**src/rtl/display_pkg.sv**
```systemverilog
// Shared types and constants for the multiplexed seven-segment scan controller.
package display_pkg;

    typedef enum logic {
        S_BLANK = 1'b0,
        S_DRIVE = 1'b1
    } scan_state_t;

    localparam int NIBBLE_W   = 4;
    localparam int MAX_DIGITS = 32;

    // All anodes off; slice to the digit count in use.
    localparam logic [MAX_DIGITS-1:0] ANODES_OFF = '1;

    function automatic int dwell_max(input int a, input int b);
        return (a > b) ? a : b;
    endfunction

endpackage

```
**src/rtl/scan_timer.sv**
```systemverilog
// Loadable dwell down-counter; tc flags the last cycle of the current dwell.
module scan_timer #(
    parameter int               CNT_W     = 8,
    parameter logic [CNT_W-1:0] RESET_VAL = '0
) (
    input  logic             clk,
    input  logic             reset,
    input  logic             load,
    input  logic [CNT_W-1:0] load_val,
    output logic             tc
);

    logic [CNT_W-1:0] cnt_q, cnt_d;

    always_comb begin
        cnt_d = cnt_q;
        if (load) begin
            cnt_d = load_val;
        end else if (cnt_q != '0) begin
            cnt_d = cnt_q - 1'b1;
        end
    end

    // NOTE: sequential state uses non-blocking assignments only, so every flop samples pre-edge values.
    always_ff @(posedge clk or negedge reset) begin
        if (!reset) begin
            cnt_q <= RESET_VAL;
        end else begin
            cnt_q <= cnt_d;
        end
    end

    assign tc = (cnt_q == '0);

endmodule

```
**src/rtl/display_scan_controller.sv**
```systemverilog
// Round-robin digit scanner with blank/drive slots and frame-aligned image updates.
module display_scan_controller
    import display_pkg::*;
#(
    parameter int N_DIGITS     = 4,
    parameter int SCAN_CYCLES  = 10000,
    parameter int BLANK_CYCLES = 100
) (
    input  logic                         clk,
    input  logic                         reset,
    input  logic                         upd_valid,
    input  logic [NIBBLE_W*N_DIGITS-1:0] upd_data,
    input  logic [N_DIGITS-1:0]          upd_mask,
    output logic                         upd_ready,
    output logic [NIBBLE_W-1:0]          nibble,
    output logic [N_DIGITS-1:0]          anode_n,
    output logic [$clog2(N_DIGITS)-1:0]  digit_idx,
    output logic                         frame_done
);

    localparam int IDX_W  = $clog2(N_DIGITS);
    localparam int CNT_W  = $clog2(dwell_max(SCAN_CYCLES, BLANK_CYCLES) + 1);
    localparam int DATA_W = NIBBLE_W * N_DIGITS;

    localparam logic [CNT_W-1:0] BLANK_LOAD = CNT_W'(BLANK_CYCLES - 1);
    localparam logic [CNT_W-1:0] SCAN_LOAD  = CNT_W'(SCAN_CYCLES - 1);
    localparam logic [IDX_W-1:0] LAST_IDX   = IDX_W'(N_DIGITS - 1);

    scan_state_t         state_q, state_d;
    logic [IDX_W-1:0]    idx_q, idx_d;
    logic [DATA_W-1:0]   active_data_q, active_data_d;
    logic [N_DIGITS-1:0] active_mask_q, active_mask_d;
    logic [DATA_W-1:0]   stage_data_q, stage_data_d;
    logic [N_DIGITS-1:0] stage_mask_q, stage_mask_d;
    logic                pending_q, pending_d;
    logic [N_DIGITS-1:0] anode_q, anode_d;
    logic [NIBBLE_W-1:0] nibble_q, nibble_d;
    logic                frame_done_q, frame_done_d;
    logic                tc;
    logic                wrap;
    logic [CNT_W-1:0]    load_val;

    // Reload tracks the state being entered, so the counter restarts on every transition.
    scan_timer #(
        .CNT_W     (CNT_W),
        .RESET_VAL (BLANK_LOAD)
    ) u_timer (
        .clk      (clk),
        .reset    (reset),
        .load     (tc),
        .load_val (load_val),
        .tc       (tc)
    );

    // NOTE: every signal written here gets a default first, so no latch can be inferred.
    always_comb begin
        state_d       = state_q;
        idx_d         = idx_q;
        active_data_d = active_data_q;
        active_mask_d = active_mask_q;
        stage_data_d  = stage_data_q;
        stage_mask_d  = stage_mask_q;
        pending_d     = pending_q;
        nibble_d      = nibble_q;
        frame_done_d  = 1'b0;
        wrap          = 1'b0;

        if (tc) begin
            if (state_q == S_BLANK) begin
                state_d = S_DRIVE;
            end else begin
                state_d = S_BLANK;
                if (idx_q == LAST_IDX) begin
                    idx_d        = '0;
                    wrap         = 1'b1;
                    frame_done_d = 1'b1;
                end else begin
                    idx_d = idx_q + 1'b1;
                end
            end
        end

        // Staging is only writable while empty, so capture and apply never coincide.
        if (upd_valid && !pending_q) begin
            stage_data_d = upd_data;
            stage_mask_d = upd_mask;
            pending_d    = 1'b1;
        end else if (wrap && pending_q) begin
            active_data_d = stage_data_q;
            active_mask_d = stage_mask_q;
            pending_d     = 1'b0;
        end

        if (tc && state_q == S_DRIVE) begin
            nibble_d = active_data_d[int'(idx_d)*NIBBLE_W +: NIBBLE_W];
        end

        anode_d = ANODES_OFF[N_DIGITS-1:0];
        if (state_d == S_DRIVE) begin
            anode_d[idx_d] = ~active_mask_d[idx_d];
        end

        load_val = (state_d == S_DRIVE) ? SCAN_LOAD : BLANK_LOAD;
    end

    always_ff @(posedge clk or negedge reset) begin
        if (!reset) begin
            state_q       <= S_BLANK;
            idx_q         <= '0;
            active_data_q <= '0;
            active_mask_q <= '0;
            stage_data_q  <= '0;
            stage_mask_q  <= '0;
            pending_q     <= 1'b0;
            anode_q       <= ANODES_OFF[N_DIGITS-1:0];
            nibble_q      <= '0;
            frame_done_q  <= 1'b0;
        end else begin
            state_q       <= state_d;
            idx_q         <= idx_d;
            active_data_q <= active_data_d;
            active_mask_q <= active_mask_d;
            stage_data_q  <= stage_data_d;
            stage_mask_q  <= stage_mask_d;
            pending_q     <= pending_d;
            anode_q       <= anode_d;
            nibble_q      <= nibble_d;
            frame_done_q  <= frame_done_d;
        end
    end

    assign upd_ready  = ~pending_q;
    assign nibble     = nibble_q;
    assign anode_n    = anode_q;
    assign digit_idx  = idx_q;
    assign frame_done = frame_done_q;

endmodule

```
**config.mk**
```make
export PLATFORM = sky130hd
export DESIGN_NAME = display_scan_controller
export DESIGN_NICKNAME = d
export VERILOG_FILES = /design/src/rtl/display_pkg.sv /design/src/rtl/scan_timer.sv /design/src/rtl/display_scan_controller.sv
export SDC_FILE = /design/constraint.sdc
export NUM_CORES = 1
export LEC_CHECK = 0
export ABC_CLOCK_PERIOD_IN_PS = 5500
export CAP_MARGIN = 40
export CORE_AREA = 3 3 78 80
export DETAILED_ROUTE_END_ITERATION = 7
export DIE_AREA = 0 0 81 83
export GPL_ROUTABILITY_DRIVEN = 0
export PLACE_DENSITY = 0.77
export SETUP_SLACK_MARGIN = 0.02
export SLEW_MARGIN = 20
export SYNTH_ARGS = -nofsm -noshare
export SYNTH_HDL_FRONTEND = slang
export SYNTH_SLANG_ARGS = --single-unit
```
**constraint.sdc**
```tcl
create_clock -name clk -period 5.5 [get_ports clk]
set_input_delay 1.1 -clock clk [delete_from_list [all_inputs] [get_ports clk]]
set_output_delay 1.1 -clock clk [all_outputs]
set_load 0.01 [all_outputs]
```
==> results.txt, run 1 <==
----------------------------------------------------
[Route]
  DR vias/cell ... 5.377
  Met2 Routed Length ... 2571 µm
  Met3 wire length ... 216 µm
  Total via count in the routed design ... 1909
  Residual DRC count ... 0
  Average wire length per cell after detail routing ... 15.40 µm
  Met1 WL ... 2591 µm
  Top Metal Used ... met4
  Post-Route WL ... 5466 µm
  Count of nets left with antenna violations after detail routing ... 0
  Total iterations of the first detailed-routing run ... 4
  DRC marker count from the first detailed-route iteration ... 114

[Clock network]
  TritonCTS clock tree ... done
  Clock network latency to the later pin of the worst-skew pair ... 330 ps
  Post-CTS setup buffer count ... 0
  Library cell used as clock root buffer ... clkbuf_8
  Level count of the clock H-tree ... 3
  Number of CTS-inserted buffers ... 9
  Clock Pin Slew Worst Setup and Hold Paths ... 60 ps
  Hold bufs inserted after CTS ... 0
  Clk sink count ... 67
  Max Buffers Root-to-Sink ... 2
  Count of instances resized after the clock tree is built ... 0

[Global routing]
  Pin count of the biggest net entering global routing ... 68
  Vias in the first global route ... 1967
  Antenna violations before repair ... 0
  Global-route wire length before repair ... 9356 µm
  Combined global-route utilization of all metal layers ... 18.26%
  Global route total overflow ... 0

[Logic synthesis]
  Syn_nets ... 262
  Dominant register cell in the synthesized netlist ... dfrtp_1
  Fraction of synthesis flops using an asynchronous set or reset pin ... 100.0%
  Post-synth top area share ... 49.85%
  Dominant cells by area after synthesis ... dfrtp_1 50%, mux2_2 16%, dfstp_2 7.1%, nor2_1 2.7%, mux2i_1 2.4%
  Yosys Warn Count ... 0
  Mean area per synthesized cell ... 12.55 µm²
  Number of storage elements in the synthesis netlist ... 67
  Gate count of the mapped netlist ... 236
  Area of the mapped netlist ... 2962 µm²
  Synth unique cells ... 46
  Number of flops mapped to enable cells by yosys ... 0
  Biggest area consumer among synthesized cells ... dfrtp_1
  Post-synthesis sequential area ratio ... 56.95%

[Setup path]
  Kind of critical path ... reg -> reg
  Data required, critical path ... 5750 ps
  Capture point of the worst reg-to-reg path ... anode_n[0]
  Critical Path Max Stage Delay ... 620 ps
  Depth of the worst register-to-register path ... 7
  Type of destination of the critical path ... register
  CP max FO ... 9
  RR Startpoint ... u_timer.cnt_q[0]
  Highest-delay cell along the critical path ... nor4_4
  Setup crit start ... u_timer.cnt_q[0]
  Setup crit start kind ... register
  Critical path, cell by cell ... inv_1 -> ha_1 -> or4b_4 -> nor4_4 -> mux2_2 -> a221o_1 -> or3b_1
  End point of the critical path ... anode_n[0]
  Data arrival time of the worst path ... 3280 ps
  Slack of the worst reg-to-reg path ... 2460 ps

[Floorplan]
  Effective utilization at floorplan ... 54.12%
  Die ar. ... 6723 µm²
  Chip Height ... 83 µm
  Core area ... 5473 µm²
  Floorplan die width ... 81 µm
  Row Count ... 27
  Count of boundary I/O pins ... 35

[Final layout]
  Share of final-layout standard cells stronger than drive strength 1 ... 28.62%
  Relative area change from synthesis to final layout ... 22.86%
  Most frequent standard cell in the layout excluding fill and tap cells ... dfrtp_1
  Count of inserted antenna diode cells ... 0
  Most used cells in the layout excluding fill and tap cells ... 59 x dfrtp_1, 42 x mux2_2, 33 x clkdlybuf4s50_1
  Number of nets at the end of the flow ... 304

[Power and ir drop]
  VDD IR max ... 0.1991 mV
  Power Density ... 280.6 nW/µm²
  Static Leakage ... 1.612 nW

[STA]
  Final Hold Fails ... 0
  WHS ... 454.9 ps
  Slew of the pin with the lowest slew margin ... 706.7 ps
  Time the worst path needs with I/O delays and setup ... 3035 ps
  Layout Skew ... 8.941 ps
  Final clock period utilization by the worst path ... 55.19%
  Accumulated negative setup slack ... 0 ps
  Endpoints failing setup ... 0
  Number of max-slew violations in the final report ... 0
  Setup repair after global routing missed its margin ... false
  Worst slew slack as a fraction of its limit ... 52.45%
  Upper clock frequency limit ... 329.5 MHz

[Flow run]
  Max cap viols ... 0

[Place]
  Final HPWL DP ... 3836 µm
  Buffers added on ports ... 34

[Min path]
  Hold/Removal Path Class ... reg -> reg

[Status]
  Status ... finished, final reports clean

----------------------------------------------------
[worst max-delay path: cells and delay by family, from the launching register on]
family | cells | cell delay [ps]
buf+inv | 1 | 50
compound gates | 1 | 350
fa+ha+maj | 1 | 190
simple gates | 3 | 1540
flops | 1 | 370
mux | 1 | 470
[cells in the mapped netlist, types with 2 or more instances]
cell and count:
nor2b_1 4, inv_1 8, xnor2_1 6, buf_4 3, or3_1 3, or4_1 2, or2_2 2, a22oi_1 3
mux2i_1 7, o21ai_0 2, nand2_1 12, a21oi_1 10, dfstp_2 8, ha_1 3, nor4_1 3, nor2_1 21
clkbuf_1 2, mux2_2 42, a31oi_1 4, dfrtp_1 59, nor3_1 5, a221oi_1 3
[where the power goes]
part / internal, mW / switching (mW) / total, mW
clock: 0.280 / 0.177 / 0.456
combinational: 0.0283 / 0.0152 / 0.0435
sequential: 0.510 / 0.0112 / 0.521
total: 0.818 / 0.203 / 1.02
[per-layer routing]
metal  vias up  global-route usage (%)
met3         6                   4.989
li1        921                       -
met4         0                   7.373
met2        35                   26.21
met5         -                       0
met1       947                   26.14
[layout make-up]
| type | count | area (µm²) |
|---|---|---|
| multi-input cells | 153 | 1204 |
| inverters | 8 | 30.03 |
| repair buffers | 39 | 400.4 |
| fillers | 419 | 1834 |
| flip-flops and latches | 67 | 1687 |
| well taps | 72 | 90.09 |
| clock inverters | 4 | 72.57 |
| clock buffers | 12 | 155.1 |
[sequential cells by signal, indices dropped and copies added, names as in the netlist]
signal,cells
active_data_q,16
stage_data_q,16
u_timer.cnt_q,14
active_mask_q,4
anode_n,4
nibble,4
stage_mask_q,4
digit_idx,2
frame_done,1
pending_q,1
state_q,1
[logic make-up after synthesis]
logic type,share of synthesized area [%]
simple gates,12.08
compound gates,6.591
xor+xnor,2.070
fa+ha+maj,1.268
buf+inv,2.704
flops,56.95
mux,18.34
[metrics by stage]
step	instances	total power, mW	setup WS (ps)	instance area (µm²)	util [%]
after floorplan	236	0.5407	2605	2962	-
after global placement	336	0.5707	2234	3361	61.41
after detailed placement	338	0.5726	2462	3383	61.82
after CTS	354	1.030	2449	3611	65.98
after global routing	355	1.061	2283	3638	66.48
final	355	1.021	2465	3638	66.48
[worst min-delay path by stage]
| stage | startpoint | cells after the start | to | slack, ps |
|---|---|---|---|---|
| after floorplan | u_timer.cnt_q[0] | 1 | u_timer.cnt_q[0] | 430 |
| after global placement | u_timer.cnt_q[0] | 1 | u_timer.cnt_q[0] | 440 |
| after detailed placement | u_timer.cnt_q[0] | 1 | u_timer.cnt_q[0] | 450 |
| after CTS | u_timer.cnt_q[0] | 1 | u_timer.cnt_q[0] | 460 |
| after global routing | u_timer.cnt_q[0] | 1 | u_timer.cnt_q[0] | 490 |
| final | u_timer.cnt_q[0] | 1 | u_timer.cnt_q[0] | 450 |
(Power assumes the default switching activity.)
==> inputs of run 2 (changes only) <==
ABC_CLOCK_PERIOD_IN_PS = 2800   (was 5500)
clock period = 2.8 ns   (was 5.5 ns; I/O delays follow)
==> run 2 against run 1 <==
  * Die area unchanged
  * Via count up 6.6%
  * Combinational power grew 93%
  * Hold slack worse by 240 ps
  * Global-route usage grew 2.0 points
  * Flip-flop and latch count did not move
  * Wire length grew 11%
  * Core utilization up 0.57 points
  * Critical path depth down 2
  * Non-clock buffer count rose by 10
  * Critical path type unchanged
  * Largest power group unchanged
==> results.txt, run 2 (synthesized netlist as in run 1, its figures left out) <==
----------------------------------------------------
[Setup path]
  Setup crit start ... u_timer.cnt_q[8]
  Slack of the worst reg-to-reg path ... 110 ps (-2360 ps)
  Depth of the worst register-to-register path ... 5 (-2)
  End point of the critical path ... anode_n[0]
  Kind of critical path ... reg -> reg
  Type of destination of the critical path ... register
  Setup crit start kind ... register
  Data required, critical path ... 3060 ps (-2690 ps)
  Capture point of the worst reg-to-reg path ... anode_n[0]
  Data arrival time of the worst path ... 2960 ps (-320 ps)
  CP max FO ... 7 (-2)
  RR Startpoint ... u_timer.cnt_q[8]

[Clock network]
  Clock network latency to the later pin of the worst-skew pair ... 350 ps (+20 ps)
  Number of CTS-inserted buffers ... 9 (unchanged)
  Clock Pin Slew Worst Setup and Hold Paths ... 70 ps (about the same)
  Level count of the clock H-tree ... 3 (unchanged)
  TritonCTS clock tree ... done
  Clk sink count ... 67 (unchanged)
  Hold bufs inserted after CTS ... 0 (unchanged)
  Max Buffers Root-to-Sink ... 2 (unchanged)
  Library cell used as clock root buffer ... clkbuf_8

[Power and ir drop]
  Fraction of power consumed by sequential logic ... 53.6% (+2.6 points)
  Static Leakage ... 1.648 nW (+2.2%)
  Overall power of the completed layout ... 1.910 mW (+87%)
  Logic pwr share ... 4.4% (about the same)
  VDD IR max ... 0.3549 mV (+78%)
  Cell-internal power ... 1.486 mW (+82%)
  Switching power of the nets ... 0.4232 mW (+110%)
  Power Density ... 520.4 nW/µm² (+85%)
  Clock share of power ... 42.0% (-2.7 points)
  Switching part of the total power ... 22.16% (+2.3 points)

[Place]
  Buffers added on ports ... 34 (unchanged)
  Final HPWL DP ... 4344 µm (+13%)
  Count of placed standard cells including taps ... 347 (+2.7%)

[Floorplan]
  Row Count ... 27 (unchanged)
  Floorplan die width ... 81 µm (unchanged)
  Die ar. ... 6723 µm² (unchanged)
  Count of boundary I/O pins ... 35 (unchanged)
  Chip Height ... 83 µm (unchanged)
  Core area ... 5473 µm² (unchanged)
  Effective utilization at floorplan ... 54.12% (unchanged)

[Route]
  Total via count in the routed design ... 2035 (+6.6%)
  Post-Route WL ... 6076 µm (+11%)
  Count of nets left with antenna violations after detail routing ... 0 (unchanged)
  Average wire length per cell after detail routing ... 16.65 µm (+8.1%)
  Total iterations of the first detailed-routing run ... 4 (unchanged)
  DRC marker count from the first detailed-route iteration ... 122 (+7.0%)
  DR vias/cell ... 5.575 (+3.7%)
  Residual DRC count ... 0 (unchanged)

[Final layout]
  Count of inserted antenna diode cells ... 0 (unchanged)
  Count of non-filler cells in the finished layout ... 365 (+2.8%)
  Most frequent standard cell in the layout excluding fill and tap cells ... dfrtp_1
  Utilization after layout ... 67.06% (+0.57 points)
  Share of final-layout standard cells stronger than drive strength 1 ... 31.40% (+2.8 points)
  Most used cells in the layout excluding fill and tap cells ... 59 x dfrtp_1, 42 x mux2_2, 33 x clkdlybuf4s50_1
  Number of nets at the end of the flow ... 314 (+3.3%)
  Relative area change from synthesis to final layout ... 23.91%
  Registers with the most flip-flops ... active_data_q x16, stage_data_q x16, u_timer.cnt_q x14
  Number of fill cells ... 423 (+0.95%)

[STA]
  Endpoints failing setup ... 0 (unchanged)
  Time the worst path needs with I/O delays and setup ... 2695 ps (-340.3 ps)
  Number of max-slew violations in the final report ... 0 (unchanged)
  WHS ... 219.0 ps (-235.9 ps)
  Final Hold Fails ... 0 (unchanged)
  Slew of the pin with the lowest slew margin ... 479.3 ps (-227.4 ps)
  Layout Skew ... 8.445 ps (-0.4959 ps)
  Setup repair after global routing missed its margin ... false
  Accumulated negative setup slack ... 0 ps (unchanged)
  Upper clock frequency limit ... 371.1 MHz (+13%)
  Final clock period utilization by the worst path ... 96.25% (+41 points)
  Worst slew slack as a fraction of its limit ... 67.13% (+15 points)

[Min path]
  Hold/Removal Path Class ... in -> async

[Flow run]
  Max cap viols ... 0 (unchanged)

[Global routing]
  Vias in the first global route ... 2211 (+12%)
  Pin count of the biggest net entering global routing ... 68 (unchanged)
  Global-route wire length before repair ... 10380 µm (+11%)
  Antenna violations before repair ... 0 (unchanged)
  Global route total overflow ... 0 (unchanged)
  Combined global-route utilization of all metal layers ... 20.29% (+2.0 points)

[Status]
  Status ... finished, final reports clean

----------------------------------------------------
-- run 2: changes by cell type in the layout (fill, tap and decap cells not counted) --
cell	delta
buf_8	-1
buf_12	+1
nor3_2	+1
bufinv_16	-1
clkbuf_8	-1
buf_16	-1
buf_4	+11
nor3_1	-1
clkinv_2	+2
-- run 2: worst min-delay path by stage --
stage / startpoint / end / slack, ps / cells past startpoint
after floorplan: reset / active_data_q[0] / 260 / 0
after global placement: u_timer.cnt_q[0] / u_timer.cnt_q[0] / 440 / 1
after detailed placement: u_timer.cnt_q[0] / u_timer.cnt_q[0] / 440 / 1
after CTS: reset / stage_mask_q[0] / 230 / 2
after global routing: reset / stage_mask_q[0] / 240 / 2
final: reset / stage_mask_q[0] / 220 / 2
-- run 2: layout make-up --
class                           instances  area, µm²  share of cell area, %
Clock buffer                           11      141.4                  3.853
Inverter                                8      30.03                 0.8183
Timing Repair Buffer                   49      460.4                  12.55
Tap cell                               72      90.09                  2.455
Multi-Input combinational cell        153       1209                  32.94
Clock inverter                          5      52.55                  1.432
Sequential cell                        67       1687                  45.96
-- run 2: what timing repair did --
action                                  in CTS  in global routing
endpoints found under the setup margin       0                  4
endpoints found under the hold margin        0                  0
resized for setup                            0                  1
buffers inserted                             0                  2
-- run 2: per-stage QoR --
step	setup WS [ps]	cell area, µm²
floorplan	35.23	2962
global placement	210.3	3456
detailed placement	131.4	3456
CTS	104.4	3650
global route	18.73	3670
finish	105.1	3670
-- run 2: power by group through the flow --
stage,registers [mW],logic [mW],clock network (mW)
after global placement,1.04,0.0830,0
after detailed placement,1.04,0.0874,0
after CTS,1.02,0.0870,0.818
after floorplan,1.03,0.0305,0
after global routing,1.03,0.0942,0.860
final,1.02,0.0840,0.803
-- run 2: worst max-delay path, stage by stage, from the launching register on --
cell and delay (ps):
dfrtp_1 440, or4_1 700, nor4_4 310, mux2_2 430
a221o_1 350, or3b_1 390
-- run 2: metal layers --
| layer | track usage, % | share of wire, % | up-vias |
|---|---|---|---|
| met5 | 0 | 0 | - |
| met1 | 27.48 | 44 | 1016 |
| met3 | 5.965 | 4.3 | 11 |
| met4 | 7.527 | 1.7 | 0 |
| met2 | 30.77 | 50 | 60 |
| li1 | - | - | 948 |
==> inputs of run 3 (changes only) <==
CTS_CLUSTER_SIZE = 8   (was not set)
==> results of run 3 <==
Final layout, timing and power as in run 2 (identical DEF).
